===== config.mk =====
export PLATFORM = sky130hd
export DESIGN_NAME = game_lcd_writer
export DESIGN_NICKNAME = d
export VERILOG_FILES = /design/src/rtl/game_lcd_pkg.sv /design/src/rtl/game_lcd_charmap.sv /design/src/rtl/game_lcd_writer.sv
export SDC_FILE = /design/constraint.sdc
export NUM_CORES = 1
export LEC_CHECK = 0
export ABC_CLOCK_PERIOD_IN_PS = 14600
export CAP_MARGIN = 10
export CORE_ASPECT_RATIO = 1.4
export CORE_MARGIN = 2
export CORE_UTILIZATION = 65
export CTS_BUF_LIST = sky130_fd_sc_hd__clkbuf_4 sky130_fd_sc_hd__clkbuf_8
export CTS_CLUSTER_SIZE = 12
export DETAILED_ROUTE_END_ITERATION = 12
export PLACE_DENSITY = 0.88
export SLEW_MARGIN = 20
export SYNTH_ARGS = -nofsm -noshare
export SYNTH_HDL_FRONTEND = slang
export SYNTH_SLANG_ARGS = --single-unit

===== constraint.sdc =====
create_clock -name CLK -period 14.6 [get_ports CLK]
set_clock_uncertainty 0.15 [all_clocks]
set_input_delay 1.46 -clock CLK [delete_from_list [all_inputs] [get_ports CLK]]
set_output_delay 1.46 -clock CLK [all_outputs]
set_load 0.01 [all_outputs]

===== src/rtl/game_lcd_pkg.sv =====
// Shared constants, state/screen encodings and character helpers for the
// game LCD writer and its character map.
package game_lcd_pkg;

  // HD44780 command bytes
  localparam logic [7:0] CMD_FUNC_SET = 8'h38;
  localparam logic [7:0] CMD_DISP_ON  = 8'h0C;
  localparam logic [7:0] CMD_ENTRY    = 8'h06;
  localparam logic [7:0] CMD_CLEAR    = 8'h01;
  localparam logic [7:0] CMD_LINE1    = 8'h80;
  localparam logic [7:0] CMD_LINE2    = 8'hC0;

  localparam logic [7:0] ASCII_SPACE  = 8'h20;
  localparam logic [7:0] ASCII_ZERO   = 8'h30;
  localparam logic [7:0] ASCII_QMARK  = 8'h3F;

  localparam logic [1:0] INIT_LAST_IDX  = 2'd3;
  localparam logic [5:0] FRAME_LAST_IDX = 6'd33;
  localparam logic [5:0] LINE2_CMD_IDX  = 6'd17;
  localparam logic [5:0] LINE2_COL0_IDX = 6'd18;

  typedef enum logic [2:0] {
    ST_PWAIT    = 3'd0,
    ST_INIT     = 3'd1,
    ST_FRAME    = 3'd2,
    ST_WRITE    = 3'd3,
    ST_GAP_WAIT = 3'd4
  } state_t;

  typedef enum logic [1:0] {
    SCR_PLAY   = 2'd0,
    SCR_READY  = 2'd1,
    SCR_FAIL   = 2'd2,
    SCR_ALLCLR = 2'd3
  } screen_t;

  // STATE3 = {ALL_CLEAR, LEVEL_FAIL, LEVEL_CLEAR}; multi-hot resolves high bit first.
  function automatic screen_t screen_sel(input logic [2:0] st3);
    if (st3[2]) return SCR_ALLCLR;
    if (st3[1]) return SCR_FAIL;
    if (st3[0]) return SCR_READY;
    return SCR_PLAY;
  endfunction

  function automatic logic [7:0] digit_ascii(input logic [3:0] v, input logic blank_zero);
    if (blank_zero && (v == 4'd0)) return ASCII_SPACE;
    if (v > 4'd9) return ASCII_QMARK;
    return ASCII_ZERO + {4'd0, v};
  endfunction

  function automatic logic [7:0] init_cmd(input logic [1:0] idx);
    case (idx)
      2'd0:    return CMD_FUNC_SET;
      2'd1:    return CMD_DISP_ON;
      2'd2:    return CMD_ENTRY;
      default: return CMD_CLEAR;
    endcase
  endfunction

endpackage


===== src/rtl/game_lcd_charmap.sv =====
// Combinational character generator: fixed screen text plus digit fields
// substituted from the frame snapshot.
module game_lcd_charmap
  import game_lcd_pkg::*;
(
  input  screen_t    i_screen,
  input  logic       i_line,
  input  logic [3:0] i_col,
  input  logic [3:0] i_level,
  input  logic [3:0] i_g10,
  input  logic [3:0] i_g1,
  input  logic [3:0] i_p10,
  input  logic [3:0] i_p1,
  input  logic [3:0] i_count_down,
  output logic [7:0] o_char
);

  // Templates carry a space wherever a digit field is overlaid below.
  localparam logic [127:0] S_PLAY1  = "LEVEL   GOAL    ";
  localparam logic [127:0] S_PLAY2  = "PUSH     TIME   ";
  localparam logic [127:0] S_READY1 = "   GET READY    ";
  localparam logic [127:0] S_READY2 = "    LEVEL       ";
  localparam logic [127:0] S_FAIL1  = "   GAME  OVER   ";
  localparam logic [127:0] S_CLR1   = "  ALL  CLEAR!!  ";
  localparam logic [127:0] S_PRESS  = "PRESS 4 BUTTONS ";

  logic [127:0] w_str;

  always_comb begin
    w_str = S_PLAY1;
    case (i_screen)
      SCR_PLAY:   w_str = i_line ? S_PLAY2  : S_PLAY1;
      SCR_READY:  w_str = i_line ? S_READY2 : S_READY1;
      SCR_FAIL:   w_str = i_line ? S_PRESS  : S_FAIL1;
      SCR_ALLCLR: w_str = i_line ? S_PRESS  : S_CLR1;
      default:    w_str = S_PLAY1;
    endcase

    // Column 0 is the leftmost character, i.e. the most significant byte.
    o_char = w_str[{~i_col, 3'b000} +: 8];

    if ((i_screen == SCR_PLAY) && !i_line) begin
      if (i_col == 4'd6)  o_char = digit_ascii(i_level, 1'b0);
      if (i_col == 4'd13) o_char = digit_ascii(i_g10, 1'b1);
      if (i_col == 4'd14) o_char = digit_ascii(i_g1, 1'b0);
    end
    if ((i_screen == SCR_PLAY) && i_line) begin
      if (i_col == 4'd5)  o_char = digit_ascii(i_p10, 1'b1);
      if (i_col == 4'd6)  o_char = digit_ascii(i_p1, 1'b0);
      if (i_col == 4'd14) o_char = digit_ascii(i_count_down, 1'b0);
    end
    if ((i_screen == SCR_READY) && i_line && (i_col == 4'd10)) begin
      o_char = digit_ascii(i_level, 1'b0);
    end
  end

endmodule


===== src/rtl/game_lcd_writer.sv =====
// 16x2 character-LCD writer: power-up wait, init commands, then endless
// full-screen refresh from a per-frame snapshot of the game status.
module game_lcd_writer
  import game_lcd_pkg::*;
#(
  parameter int PWR_WAIT = 30,
  parameter int CLR_WAIT = 2,
  parameter int GAP      = 100
) (
  input  logic       CLK,
  input  logic       RESET,
  input  logic [2:0] STATE3,
  input  logic [3:0] LEVEL,
  input  logic [3:0] G10,
  input  logic [3:0] G1,
  input  logic [3:0] P10,
  input  logic [3:0] P1,
  input  logic [3:0] COUNT_DOWN,
  output logic       LCD_E,
  output logic       LCD_RS,
  output logic       LCD_RW,
  output logic [7:0] LCD_DATA,
  output logic       FRAME_DONE,
  output state_t     o_dbg_state
);

  localparam logic [15:0] PWR_LAST = 16'(PWR_WAIT - 1);
  localparam logic [15:0] CLR_LAST = 16'(CLR_WAIT - 1);
  localparam logic [15:0] GAP_LAST = 16'(GAP - 1);

  state_t      r_state;
  logic [1:0]  r_phase;
  logic [5:0]  r_idx;
  logic [15:0] r_wait;
  logic        r_clr;
  logic        r_e;
  logic        r_rs;
  logic [7:0]  r_data;
  logic        r_fd;

  logic [2:0]  r_snap_st3;
  logic [3:0]  r_snap_level;
  logic [3:0]  r_snap_g10;
  logic [3:0]  r_snap_g1;
  logic [3:0]  r_snap_p10;
  logic [3:0]  r_snap_p1;
  logic [3:0]  r_snap_cd;

  state_t      w_nxt_state;
  logic [1:0]  w_nxt_phase;
  logic [5:0]  w_nxt_idx;
  logic [15:0] w_nxt_wait;
  logic        w_nxt_clr;
  logic        w_snap_en;
  logic        w_nxt_byte;
  logic        w_line;
  logic [3:0]  w_col;
  logic [7:0]  w_char;
  logic        w_byte_rs;
  logic [7:0]  w_byte_data;
  screen_t     w_screen;

  // r_phase steps 0 -> 1 -> 2 for every byte; r_clr marks the post-clear hold.
  always_comb begin
    w_nxt_state = r_state;
    w_nxt_phase = r_phase;
    w_nxt_idx   = r_idx;
    w_nxt_wait  = r_wait;
    w_nxt_clr   = r_clr;
    w_snap_en   = 1'b0;
    case (r_state)
      ST_PWAIT: begin
        if (r_wait == PWR_LAST) begin
          w_nxt_state = ST_INIT;
          w_nxt_phase = 2'd0;
          w_nxt_idx   = 6'd0;
          w_nxt_wait  = 16'd0;
          w_nxt_clr   = 1'b0;
        end else begin
          w_nxt_wait = r_wait + 16'd1;
        end
      end
      ST_INIT: begin
        if (r_clr) begin
          if (r_wait == CLR_LAST) begin
            w_nxt_state = ST_FRAME;
            w_nxt_clr   = 1'b0;
          end else begin
            w_nxt_wait = r_wait + 16'd1;
          end
        end else if (r_phase != 2'd2) begin
          w_nxt_phase = r_phase + 2'd1;
        end else begin
          w_nxt_phase = 2'd0;
          if (r_idx[1:0] == INIT_LAST_IDX) begin
            w_nxt_wait = 16'd0;
            if (CLR_WAIT == 0) w_nxt_state = ST_FRAME;
            else               w_nxt_clr   = 1'b1;
          end else begin
            w_nxt_idx = r_idx + 6'd1;
          end
        end
      end
      ST_FRAME: begin
        w_snap_en   = 1'b1;
        w_nxt_state = ST_WRITE;
        w_nxt_phase = 2'd0;
        w_nxt_idx   = 6'd0;
      end
      ST_WRITE: begin
        if (r_phase != 2'd2) begin
          w_nxt_phase = r_phase + 2'd1;
        end else begin
          w_nxt_phase = 2'd0;
          if (r_idx == FRAME_LAST_IDX) begin
            w_nxt_state = ST_GAP_WAIT;
            w_nxt_wait  = 16'd0;
          end else begin
            w_nxt_idx = r_idx + 6'd1;
          end
        end
      end
      ST_GAP_WAIT: begin
        if (r_wait == GAP_LAST) w_nxt_state = ST_FRAME;
        else                    w_nxt_wait  = r_wait + 16'd1;
      end
      default: begin
        w_nxt_state = ST_PWAIT;
        w_nxt_wait  = 16'd0;
      end
    endcase
  end

  assign w_nxt_byte = ((w_nxt_state == ST_INIT) && !w_nxt_clr) || (w_nxt_state == ST_WRITE);
  assign w_screen   = screen_sel(r_snap_st3);
  assign w_line     = (w_nxt_idx >= LINE2_COL0_IDX);
  assign w_col      = w_line ? 4'(w_nxt_idx - LINE2_COL0_IDX) : 4'(w_nxt_idx - 6'd1);

  game_lcd_charmap u_charmap (
    .i_screen     (w_screen),
    .i_line       (w_line),
    .i_col        (w_col),
    .i_level      (r_snap_level),
    .i_g10        (r_snap_g10),
    .i_g1         (r_snap_g1),
    .i_p10        (r_snap_p10),
    .i_p1         (r_snap_p1),
    .i_count_down (r_snap_cd),
    .o_char       (w_char)
  );

  // Byte about to enter phase 0; frame index 0 and 17 are the cursor commands.
  always_comb begin
    w_byte_rs   = 1'b0;
    w_byte_data = 8'h00;
    if (w_nxt_state == ST_INIT) begin
      w_byte_data = init_cmd(w_nxt_idx[1:0]);
    end else if (w_nxt_idx == 6'd0) begin
      w_byte_data = CMD_LINE1;
    end else if (w_nxt_idx == LINE2_CMD_IDX) begin
      w_byte_data = CMD_LINE2;
    end else begin
      w_byte_rs   = 1'b1;
      w_byte_data = w_char;
    end
  end

  // Outputs are registered from the next-state decode so they line up with r_phase.
  always_ff @(posedge CLK) begin
    if (RESET) begin
      r_state      <= ST_PWAIT;
      r_phase      <= 2'd0;
      r_idx        <= 6'd0;
      r_wait       <= 16'd0;
      r_clr        <= 1'b0;
      r_e          <= 1'b0;
      r_rs         <= 1'b0;
      r_data       <= 8'h00;
      r_fd         <= 1'b0;
      r_snap_st3   <= 3'd0;
      r_snap_level <= 4'd0;
      r_snap_g10   <= 4'd0;
      r_snap_g1    <= 4'd0;
      r_snap_p10   <= 4'd0;
      r_snap_p1    <= 4'd0;
      r_snap_cd    <= 4'd0;
    end else begin
      r_state <= w_nxt_state;
      r_phase <= w_nxt_phase;
      r_idx   <= w_nxt_idx;
      r_wait  <= w_nxt_wait;
      r_clr   <= w_nxt_clr;
      r_e     <= w_nxt_byte && (w_nxt_phase == 2'd1);
      r_fd    <= (r_state == ST_WRITE) && (w_nxt_state == ST_GAP_WAIT);
      if (w_nxt_byte && (w_nxt_phase == 2'd0)) begin
        r_rs   <= w_byte_rs;
        r_data <= w_byte_data;
      end
      if (w_snap_en) begin
        r_snap_st3   <= STATE3;
        r_snap_level <= LEVEL;
        r_snap_g10   <= G10;
        r_snap_g1    <= G1;
        r_snap_p10   <= P10;
        r_snap_p1    <= P1;
        r_snap_cd    <= COUNT_DOWN;
      end
    end
  end

  assign LCD_E       = r_e;
  assign LCD_RS      = r_rs;
  assign LCD_RW      = 1'b0;
  assign LCD_DATA    = r_data;
  assign FRAME_DONE  = r_fd;
  assign o_dbg_state = r_state;

endmodule


Yosys cells after proc, flatten, opt, wreduce, memory -nomap -nowiden
Cells that the tools add are included.

Flip-flop bits (word level): 66. Output and inout port bits: 15.

Add/sub/neg operators: 11. Reduce and logical (&&, ||, !) cells: 19. Shifts and indexed selects: 1. $lt $le $gt $ge: 7. Equality and inequality tests: 31. Muxes and demuxes: 112. Bitwise operators: 2.

Operators with widths (count): one-hot mux 128 bit (4 select lines) (1); two-way mux 127 bit (2); two-way mux 8 bit (29); two-way mux 16 bit (8); indexed part select 128 x 8 -> 8 bit (1); two-way mux 125 bit (1); two-way mux 103 bit (1); one-hot mux 16 bit (5 select lines) (1); adder 6 x 4 -> 7 bit (first input constant) (6); two-way mux 1 bit (42); two-way mux 6 bit (6); greater-than comparator 4 bit (second input constant) (6); one-hot mux 6 bit (4 select lines) (1); two-way mux 2 bit (9); two-way mux 3 bit (6); one-hot mux 6 bit (3 select lines) (1); adder 16 x 1 -> 16 bit (second input constant) (1); == test 16 x 1 -> 1 bit (second input constant) (1); == test 16 x 5 -> 1 bit (second input constant) (1); == test 16 x 7 -> 1 bit (second input constant) (1); one-hot mux 3 bit (5 select lines) (1); == test 4 bit (second input constant) (3); == test 3 x 2 -> 1 bit (second input constant) (3); != test 3 bit (second input constant) (3); 26 further kinds (48).

Longest topological paths before layout
Gate-level depths: netlist of run 1.

Depth in word-level cells: 26. Gate-level depth with buffers: 21.

Cells and area by module
A second synthesis of run 1 with hierarchy kept.

Cell total of the unflattened synthesis: 675. Area total of the unflattened synthesis: 4981.0 sq um.

Modules (own cells, without submodules): game_lcd_writer (area each 3515.9 sq um, cells each 427, seq. area each 1321.3 sq um, times used 1); game_lcd_charmap (area each 1465.2 sq um, cells each 248, seq. area each 0.0 sq um, times used 1).

Least setup slack after synthesis of run 1
Ideal clock, no wire load.

Kind: register to register. Start: register r_wait[0]. End: register r_data[3], in the netlist LCD_DATA[3]. Arrival: 4.441 ns. Setup time: 0.088 ns. Path slack: 9.921 ns. Buffers on the path: 3. Cell stages (with the launch flop): 19. Path through: dfxtp_1 ha_1 or4b_4 nor4_4 o22a_1 a21oi_1 inv_2 buf_1 buf_1 ha_1 a221oi_1 and2_1 a31oi_4 nor2_1 buf_2 nand2_1 nor2_1 or4_1 o32ai_2.

Cells in the longest elaborated chain, start to end: 19.

RTL lines: start: declaration (line game_lcd_writer.sv:34) `logic [15:0] r_wait;`; start signal: assignment (line game_lcd_writer.sv:191) `r_wait <= w_nxt_wait;`; == test 16 x 5 -> 1 bit (line game_lcd_writer.sv:73) `if (r_wait == PWR_LAST) begin`; two-way mux 6 bit (line game_lcd_writer.sv:73); one-hot mux 6 bit (4 select lines) (line game_lcd_writer.sv:71) `case (r_state)`; >= comparator 6 x 5 -> 1 bit (tied with other cells) (line game_lcd_writer.sv:136) `assign w_line = (w_nxt_idx >= LINE2_COL0_IDX);`; two-way mux 127 bit (tied with other cells) (line game_lcd_charmap.sv:35) `SCR_ALLCLR: w_str = i_line ? S_PRESS : S_CLR1;`; one-hot mux 128 bit (4 select lines) / NOT 4 bit (equally long branches) (line game_lcd_charmap.sv:31, game_lcd_charmap.sv:40); indexed part select 128 x 8 -> 8 bit (line game_lcd_charmap.sv:40) `o_char = w_str[{~i_col, 3'b000} +: 8];`; two-way mux 8 bit (line game_lcd_charmap.sv:43) `if (i_col == 4'd6) o_char = digit_ascii(i_level, 1'b0);`; [3 not listed]; two-way mux 8 bit (line game_lcd_charmap.sv:48) `if (i_col == 4'd5) o_char = digit_ascii(i_p10, 1'b1);`; two-way mux 8 bit (line game_lcd_charmap.sv:49) `if (i_col == 4'd6) o_char = digit_ascii(i_p1, 1'b0);`; two-way mux 8 bit (line game_lcd_charmap.sv:50) `if (i_col == 4'd14) o_char = digit_ascii(i_count_down, 1'b0);`; two-way mux 8 bit (line game_lcd_charmap.sv:47) `if ((i_screen == SCR_PLAY) && i_line) begin`; two-way mux 8 bit (line game_lcd_charmap.sv:52) `if ((i_screen == SCR_READY) && i_line && (i_col == 4'd10)) begin`; two-way mux 8 bit (line game_lcd_writer.sv:160) `end else if (w_nxt_idx == LINE2_CMD_IDX) begin`; two-way mux 8 bit (line game_lcd_writer.sv:158) `end else if (w_nxt_idx == 6'd0) begin`; two-way mux 8 bit (line game_lcd_writer.sv:156) `if (w_nxt_state == ST_INIT) begin`; end signal: assignment (line game_lcd_writer.sv:197) `r_data <= w_byte_data;`; end: declaration (line game_lcd_writer.sv:38) `logic [7:0] r_data;`.

Several ways; a longest one is shown, not always the timed one. The select of a mux whose other input is x is not followed. A chain may end at the register's enable or synchronous reset.

Final worst setup path of run 1
Start: register r_idx[1]. End: register r_data[0], in the netlist LCD_DATA[0].

Cells in the longest elaborated chain, start to end: 21.

RTL lines: start: declaration (line game_lcd_writer.sv:33) `logic [5:0] r_idx;`; start signal: assignment (line game_lcd_writer.sv:190) `r_idx <= w_nxt_idx;`; adder 6 x 1 -> 6 bit / == test 2 bit (equally long branches) (line game_lcd_writer.sv:100, game_lcd_writer.sv:119, game_lcd_writer.sv:95); two-way mux 6 bit (line game_lcd_writer.sv:95) `if (r_idx[1:0] == INIT_LAST_IDX) begin`; two-way mux 6 bit (line game_lcd_writer.sv:91) `end else if (r_phase != 2'd2) begin`; two-way mux 6 bit (line game_lcd_writer.sv:84) `if (r_clr) begin`; one-hot mux 6 bit (4 select lines) (line game_lcd_writer.sv:71); >= comparator 6 x 5 -> 1 bit (tied with other cells) (line game_lcd_writer.sv:136); two-way mux 127 bit (tied with other cells) (line game_lcd_charmap.sv:35); one-hot mux 128 bit (4 select lines) / NOT 4 bit (equally long branches) (line game_lcd_charmap.sv:31, game_lcd_charmap.sv:40); [5 not listed]; two-way mux 8 bit (line game_lcd_charmap.sv:48); two-way mux 8 bit (line game_lcd_charmap.sv:49); two-way mux 8 bit (line game_lcd_charmap.sv:50); two-way mux 8 bit (line game_lcd_charmap.sv:47); two-way mux 8 bit (line game_lcd_charmap.sv:52); two-way mux 8 bit (line game_lcd_writer.sv:160); two-way mux 8 bit (line game_lcd_writer.sv:158); two-way mux 8 bit (line game_lcd_writer.sv:156).

Several ways; a longest one is shown, not always the timed one. The select of a mux whose other input is x is not followed.

==> metrics list, run 1 <==
- Port Buf Inserts: 42
- Most common cell after layout, fill and taps aside: sky130_fd_sc_hd__nand2_1
- Net total in the final layout: 750
* Cell Pwr Density: between 60 and 70 nW/µm²
- Worst IR Drop VDD: 0.0000643 V
- Using the TritonRoute via totals, the vias-per-cell ratio works out to 7.21.
- The largest individual stage delay along the critical path comes from the cell sky130_fd_sc_hd__nor2_1.
- Setup violations remaining at the end of the flow were counted as 0.
- Traced cell by cell, the critical path runs through inv_1 > ha_1 > nor3b_1 > a311oi_1 > o22a_1 > a21oi_1 > buf_4 > inv_2 > ha_1 > a221oi_1 > and2_1 > a31oi_4 > nor2_1 > nand2_1 > nor4_1 > a2111oi_0 > nand2_1 > o32ai_1.
- Synthesized area per cell: 7.39 µm²
- For this run, design rule violations remaining after detail routing come to 0.
* Global routing usage summed across all routing layers: 0.397
- Maximum number of pins on one net before global-route repair: between 50 and 60
- R2r worst-path depth: 18
* Layout Utilization: 0.743
- Warnings, synthesis: 0
- The tree built by TritonCTS fans out to 66 sinks.
- The floorplan step defined a die boundary enclosing 8710 µm².
- 44 I/O pins were placed.
* Setup repair bufs after CTS: 0
- The count of nets left with antenna violations once routing finished came out at 0.
- Total gr overflow: 0
- After detailed routing, the average wire length per cell comes to 21.1 µm.
* Total number of vias: 5861
- The later pin in the worst-skew pair is clocked with a latency of 0.37 ns.
* Hold-fix buffer count after cts: 0
- The die is 110 µm tall.
- Max Root-Sink Buffers: 2
- Part of the cycle the worst path needs: 0.406
- The library cells used most frequently in the layout, excluding fill and tap cells, are sky130_fd_sc_hd__nand2_1, sky130_fd_sc_hd__nor2_1, sky130_fd_sc_hd__a21oi_1.
- Measured against its own limit, the worst slew margin works out to 0.259.
* Cell count after synthesis: around 700
- Of the cells placed in the final design, the portion with a size suffix greater than 1 is 0.0729.
- The initial utilization of the core area, before any placement, comes to 0.669.
- In this run the most critical hold path is launched from r_snap_g1[0]$_SDFFE_PP0P_.
- Leakage power total: 1.95 nW
- Die boundary width: 79.5 µm
- Longest individual stage delay on the worst path: 0.90 ns
- The synthesized design contains 66 register bits.
- After legalization and detailed placement, the total HPWL measured around 12 mm.
- Antenna violations before repair: 0
- After synthesis, the share of flip-flops with an asynchronous set or reset is 0.
- In this run, CTS created clock tree buffers numbering 9.
- By startpoint and endpoint, the worst setup path is classified as register to register.
- The core region is 7750 µm².
* Power, Total: 0.376 mW
- When the netlist entered floorplanning its net count stood at 743.
- Count of routing violations after the opening detailed-route iteration: 592
- Max Slew Vio Count: 0
* Highest Clock Rate: 0.169 GHz
- Total Negative Setup Slacks: 0 ns
* Netlist cell types: 92
- Routability-driven placement finished with a final weighted congestion of 1.02.
- Worst endpoint required time: 14.66 ns
- Across all register-to-register paths, the minimum setup slack is 8.67 ns.
- Along the worst path, the maximum fanout reaches 31.
* Setup crit start: r_idx[1]$_SDFF_PP0_
* DRT Wirelength: 17.1 mm
* Seq/Total Area, Yosys: 0.255
* Cell at the root of the clock tree: sky130_fd_sc_hd__clkbuf_8
- At the pin with the least slew margin, the transition time is between 1 and 1.5 ns.
* Launching point of the worst reg2reg path: r_idx[1]$_SDFF_PP0_
* Worst Setup End Kind: register
- Synth Cell Area: 5180 µm²
* Endpoint of the most critical register-to-register path: LCD_DATA[0]$_SDFFE_PP0P_
- The via count of the first global-routing pass came to between 5000 and 6000.
- Unrepaired setup endpoints after global routing: no
* Data arrival time of the critical path: approximately 6 ns
* Count of final hold-check violations: 0
- Relative to the synthesized area, the layout overhead comes to 11.1%.
- N_diodes: 0
- STA classifies the critical path startpoint as a register.
* Drt first pass iters: 6
- Across the run, the number of max-cap violations was 0.
* Type of the tightest min-delay check: register to register
- CTS clk-pin slew, worst paths: 0.08 ns
* Count of standard-cell rows: 38
- The H-tree was split into 3 levels.
* PostCTS Resize Cnt: 0
- TritonCTS built the clock tree.
* Minimum clock period: roughly 6 ns
- The flow ran to the end, and the final reports show no timing, DRC or antenna violations.
- Number of synthesized flops with an enable pin: 0
- Most used flip-flop cell after synthesis: sky130_fd_sc_hd__dfxtp_1
- The first global-routing pass estimated 27.0 mm of wire.
* Worst setup endpoint: LCD_DATA[0]$_SDFFE_PP0P_
- # fillers: roughly 550
==> registers in the layout (all words and copies together) (netlist names) <==
register and count:
r_snap_g10 4, LCD_RS 1, FRAME_DONE 1, r_snap_cd 4, r_wait 16, r_snap_st3 3
r_snap_p1 4, r_snap_g1 4, o_dbg_state 3, r_snap_p10 4, r_idx 6, LCD_E 1
r_snap_level 4, LCD_DATA 8, r_clr 1, r_phase 2
==> synth_stat cells, types with 4 or more instances <==
master | n | share of area
sky130_fd_sc_hd__o32a_1 | 4 | 0.0077
sky130_fd_sc_hd__xnor2_1 | 7 | 0.012
sky130_fd_sc_hd__o21ai_0 | 32 | 0.031
sky130_fd_sc_hd__xor2_1 | 9 | 0.015
sky130_fd_sc_hd__o311ai_0 | 4 | 0.0068
sky130_fd_sc_hd__a21oi_1 | 73 | 0.070
sky130_fd_sc_hd__a2111oi_0 | 6 | 0.010
sky130_fd_sc_hd__a32oi_1 | 5 | 0.0084
sky130_fd_sc_hd__a311oi_1 | 6 | 0.010
sky130_fd_sc_hd__nand2_1 | 85 | 0.062
sky130_fd_sc_hd__clkbuf_1 | 29 | 0.021
sky130_fd_sc_hd__or3_1 | 6 | 0.0072
sky130_fd_sc_hd__inv_1 | 16 | 0.012
sky130_fd_sc_hd__nor3_1 | 17 | 0.016
sky130_fd_sc_hd__mux2i_1 | 6 | 0.012
sky130_fd_sc_hd__nand4_1 | 10 | 0.012
sky130_fd_sc_hd__a211oi_1 | 18 | 0.026
sky130_fd_sc_hd__nand3_1 | 16 | 0.015
sky130_fd_sc_hd__buf_2 | 7 | 0.0068
sky130_fd_sc_hd__nor2_1 | 77 | 0.056
sky130_fd_sc_hd__or2_2 | 4 | 0.0048
sky130_fd_sc_hd__nand2b_1 | 6 | 0.0072
sky130_fd_sc_hd__and2_1 | 6 | 0.0072
sky130_fd_sc_hd__o22ai_1 | 5 | 0.0060
sky130_fd_sc_hd__buf_1 | 8 | 0.0058
sky130_fd_sc_hd__o211ai_1 | 9 | 0.013
sky130_fd_sc_hd__a31oi_1 | 10 | 0.012
sky130_fd_sc_hd__o21bai_1 | 5 | 0.0072
sky130_fd_sc_hd__and3_1 | 7 | 0.0084
sky130_fd_sc_hd__nor4_1 | 10 | 0.012
sky130_fd_sc_hd__nor2b_1 | 10 | 0.012
sky130_fd_sc_hd__ha_1 | 13 | 0.031
sky130_fd_sc_hd__a21o_1 | 7 | 0.010
sky130_fd_sc_hd__a211o_1 | 5 | 0.0084
sky130_fd_sc_hd__dfxtp_1 | 66 | 0.25
sky130_fd_sc_hd__o2111ai_1 | 6 | 0.010
==> cell families (layout without fill, tap and decap cells) <==
family	count (synthesis)	in the layout	synth area share
xor gates and xnor gates	16	16	0.0270
other	1	1	0.000724
adders and majority gates	13	13	0.0314
and+or+nand+nor	281	281	0.272
DFF	66	66	0.255
AOI/OAI and AO/OA	251	251	0.347
buffers and inverters	66	78	0.0531
muxes	7	7	0.0138
==> power breakdown <==
| part | switching, mW | internal (mW) |
|---|---|---|
| sequential | 0.00118 | 0.181 |
| combinational | 0.00611 | 0.00848 |
| clock | 0.0809 | 0.0987 |
| total | 0.0882 | 0.288 |
==> layout make-up <==
| type | instances | area [µm²] | share of cell area |
|---|---|---|---|
| Multi-Input combinational cell | 569 | 3590 | 0.624 |
| Sequential cell | 66 | 1320 | 0.230 |
| Tap cell | 100 | 125 | 0.0217 |
| Inverter | 18 | 67.6 | 0.0117 |
| Clock inverter | 6 | 90.1 | 0.0156 |
| Clock buffer | 10 | 131 | 0.0228 |
| Timing Repair Buffer | 44 | 430 | 0.0748 |
==> worst max-delay path, delay by kind of cell, from the launching register on <==
kind | cells | cell delay [ns]
adders and majority gates | 2 | 0.48
buffers and inverters | 3 | 0.69
DFF | 1 | 0.34
and+or+nand+nor | 6 | 2.77
AOI/OAI and AO/OA | 7 | 1.32
==> through the flow <==
step                instances  setup slack, ns  hold WS, ns  instance area, µm²
floorplan                 701             9.92        0.281                5180
global placement          797             9.14        0.293                5530
detailed placement        797             8.95        0.304                5530
CTS                       813             8.91        0.315                5750
global route              813             8.36        0.334                5760
finish                    813             8.67        0.310                5760
==> per-layer routing <==
layer | routed length [µm] | global-route usage
met5 | 0 | 0
met4 | 1190 | 0.298
met2 | 8460 | 0.687
met3 | 1530 | 0.0764
met1 | 5940 | 0.425
==> worst min-delay path by stage <==
stage | end | slack [ns] | depth (start not counted)
detailed placement | r_snap_g1[0]$_SDFFE_PP0P_ | 0.30 | 2
CTS | r_snap_g1[0]$_SDFFE_PP0P_ | 0.32 | 2
floorplan | r_snap_cd[0]$_SDFFE_PP0P_ | 0.28 | 2
finish | r_snap_g1[0]$_SDFFE_PP0P_ | 0.31 | 2
global route | r_snap_g1[0]$_SDFFE_PP0P_ | 0.33 | 2
global placement | r_snap_g1[0]$_SDFFE_PP0P_ | 0.29 | 2
(Power assumes the default switching activity.)
==> inputs of run 2 (changes only) <==
--- a/config.mk
+++ b/config.mk
@@ -5,15 +5,15 @@
 export SDC_FILE = /design/constraint.sdc
 export NUM_CORES = 1
 export LEC_CHECK = 0
-export ABC_CLOCK_PERIOD_IN_PS = 14600
+export ABC_CLOCK_PERIOD_IN_PS = 5030
 export CAP_MARGIN = 10
 export CORE_ASPECT_RATIO = 1.4
 export CORE_MARGIN = 2
-export CORE_UTILIZATION = 65
+export CORE_UTILIZATION = 55
 export CTS_BUF_LIST = sky130_fd_sc_hd__clkbuf_4 sky130_fd_sc_hd__clkbuf_8
 export CTS_CLUSTER_SIZE = 12
 export DETAILED_ROUTE_END_ITERATION = 12
-export PLACE_DENSITY = 0.88
+export PLACE_DENSITY = 0.79
 export SLEW_MARGIN = 20
 export SYNTH_ARGS = -nofsm -noshare
 export SYNTH_HDL_FRONTEND = slang
==> constraint.sdc (replaced) <==
create_clock -name CLK -period 5.03 [get_ports CLK]
set_clock_uncertainty 0.15 [all_clocks]
set_input_delay 0.503 -clock CLK [delete_from_list [all_inputs] [get_ports CLK]]
set_output_delay 0.503 -clock CLK [all_outputs]
set_load 0.01 [all_outputs]
==> run 2 against run 1 <==
Effect of this change:
- sequential power grew to 2.9 times the previous value
- largest power group unchanged
- worst setup slack got worse by 8.5 ns
- via count rose by 0.70%
- critical endpoint is now LCD_DATA[3]$_SDFFE_PP0P_
==> metrics list, run 2 (same netlist as run 1, synthesis figures left out) <==
- The flow ran to the end, and the final reports show no timing, DRC or antenna violations.
- Initial Util: 0.571 (-0.0980)
- The overflow left after global routing came to 0 (unchanged).
- Port Buf Inserts: 42 (unchanged)
- Die boundary width: 86.0 µm (+8.3%)
- Ranked by flip-flop count, first place goes to r_wait.
* Tightest Pin Transition: 1.07 ns (-0.0392 ns)
- Compared with the post-synthesis result, the final layout area differs by 15.6%.
* Data arrival time of the critical path: 4.94 ns (-1.05 ns)
* Worst Setup End Kind: register
- Die extent in y: 119 µm (+8.4%)
- The final worst setup slack was 0.176 ns (-8.50 ns).
- Most common cell after layout, fill and taps aside: sky130_fd_sc_hd__nand2_1
* Via density: 7.02 (-2.7%)
- The first-iteration detailed-routing DRC count is 506 (-15%).
- Share of layout cells above drive strength 1: 0.108 (+0.0347)
- TritonCTS built the clock tree.
- The per-cell routed wire length is 20.9 µm (-0.89%).
- Count of standard-cell rows: 41 (+7.9%)
- N_diodes: 0 (unchanged)
- Drt first pass iters: 6 (unchanged)
* DRT Wirelength: 17.6 mm (+2.5%)
* Routability cong.: 1.07 (+5.2%)
* Ordered cell list for the critical path: ha_1 > or4b_4 > nor4_4 > buf_4 > o22a_1 > o21a_2 > inv_1 > ha_1 > a221oi_1 > nand2_1 > o31ai_4 > buf_4 > a21oi_1 > nor2_4 > o211ai_1 > a31o_2 > nor4_2 > o32ai_2
* Hold-fix buffer count after cts: 0 (unchanged)
- Cell family contributing the most delay on the critical path: compound AO/OA/AOI/OAI gates
* Vias in the first global route: 5713 (+3.3%)
* Max Slew Vio Count: 0 (unchanged)
* Minimum clock period: 4.85 ns (-1.07 ns)
* Clock insertion delay at the later pin of the skew report: 0.36 ns (about the same)
- Placed wire-length estimate: 12.4 mm (+4.2%)
* Antenna violations before repair: 0 (unchanged)
- The flip-flop count of the largest register, all copies and words added came to 16 (unchanged).
* CTS clk-pin slew, worst paths: 0.08 ns (about the same)
- The max-slew headroom at the worst pin is 0.286 (+0.0269).
- Total number of H-tree levels: 3 (unchanged)
- The first-pass GRT wire length was 28.3 mm (+5.0%).
- The number of max-cap violations is 0 (unchanged).
- The number of sinks on the clock net came to 66 (unchanged).
- Maximum number of pins on one net before global-route repair: 52 (unchanged)
- The number of buffer and inverter instances along the worst setup path came to 3 (unchanged).
* Worst IR Drop VDD: 0.000155 V (+140%)
- Post-place setup slack: 0.0707 ns (-8.88 ns)
- The peak clock frequency supported by timing is 0.206 GHz (+22%).
* Part of the cycle the worst path needs: 0.965 (+0.559)
- Top Ports: 44 (unchanged)
* Standard cell core area: 9080 µm² (+17%)
- Master of the slowest instance on the critical path: sky130_fd_sc_hd__or4b_4
* Crit-path max FO: 13 (-58%)
* Final ANT Viol Nets: 0 (unchanged)
- The layout net count is 771 (+2.8%).
- The leakage power is 2.05 nW (+5.2%).
- The cell count after placement is 818 (+2.6%).
* Type of the tightest min-delay check: register to register
* Total number of vias: 5902 (+0.70%)
- Worst endpoint required time: 5.12 ns (-9.54 ns)
- The total of endpoints with negative setup slack in the final report was 0 (unchanged).
- The residual DRC count came to 0 (unchanged).
- Cell Pwr Density: 182 nW/µm² (+180%)
- Longest individual stage delay on the worst path: 0.48 ns (-0.42 ns)
- Cell at the root of the clock tree: sky130_fd_sc_hd__clkbuf_8
- Layout Cells excl Fill: 841 (+3.4%)
- The hold violation count in the final report is 0 (unchanged).
- In the layout the commonest cells are sky130_fd_sc_hd__nand2_1, sky130_fd_sc_hd__nor2_1, sky130_fd_sc_hd__a21oi_1.
- Global routing usage summed across all routing layers: 0.344 (-0.0535)
- The post-route setup TNS came to 0 ns (unchanged).
* Max Root-Sink Buffers: 2 (unchanged)
- The die footprint was 10200 µm² (+17%).
- The critical path in this run is classified as register to register.
- The TritonCTS buffer count was 9 (unchanged).
* Critical Path Start Type: register
## run 2: where the power goes
group	internal [mW]	leakage, nW	switching [mW]
logic	0.0244	1.41	0.0172
registers	0.524	0.532	0.00328
clock network	0.293	0.109	0.227
total	0.842	2.05	0.248
## run 2: timing repair
| item | in CTS | in global routing |
|---|---|---|
| setup endpoints to repair | 0 | 7 |
| resized for setup | 0 | 11 |
| setup buffers | 0 | 7 |
## run 2: per-layer routing
layer  global-route usage  part of all wire  wire, µm
met1                0.392              0.37      6480
met2                0.587              0.50      8740
met3               0.0568             0.074      1300
met4                0.209             0.059      1030
met5                    0                 0         0
## run 2: through the flow
stage	instance area [µm²]	util	hold WS, ns	total power [mW]
2_1_floorplan	5180	-	0.281	0.556
6_report	5990	0.660	0.314	1.09
4_1_cts	5870	0.647	0.317	1.10
3_5_place_dp	5640	0.622	0.305	0.581
3_3_place_gp	5640	0.622	0.291	0.580
5_1_grt	5990	0.660	0.331	1.12
## run 2: final timing paths
check	startpoint	to	slack, ns	cells past startpoint
worst max-delay path	r_wait[0]$_SDFFE_PP0P_	LCD_DATA[3]$_SDFFE_PP0P_	0.18	18
worst min-delay path	r_snap_level[0]$_SDFFE_PP0P_	r_snap_level[0]$_SDFFE_PP0P_	0.31	2
worst max register to register	r_wait[0]$_SDFFE_PP0P_	LCD_DATA[3]$_SDFFE_PP0P_	0.18	18
worst min register to register	r_snap_level[0]$_SDFFE_PP0P_	r_snap_level[0]$_SDFFE_PP0P_	0.31	2
## run 2: worst reg2reg max path, delay by kind of cell, from the launching register on
family	cells	cell delay, ns
buffers and inverters	3	0.44
adders and majority gates	2	0.39
and+or+nand+nor	5	1.59
AOI/OAI and AO/OA	8	1.74
DFF	1	0.43
## run 2: cell type report
type | count | area, µm²
clock buffers | 10 | 138
clock inverters | 6 | 88.8
fillers | 834 | 3090
inverters | 18 | 67.6
multi-input cells | 569 | 3650
flip-flops and latches | 66 | 1320
well taps | 107 | 134
repair buffers | 65 | 588
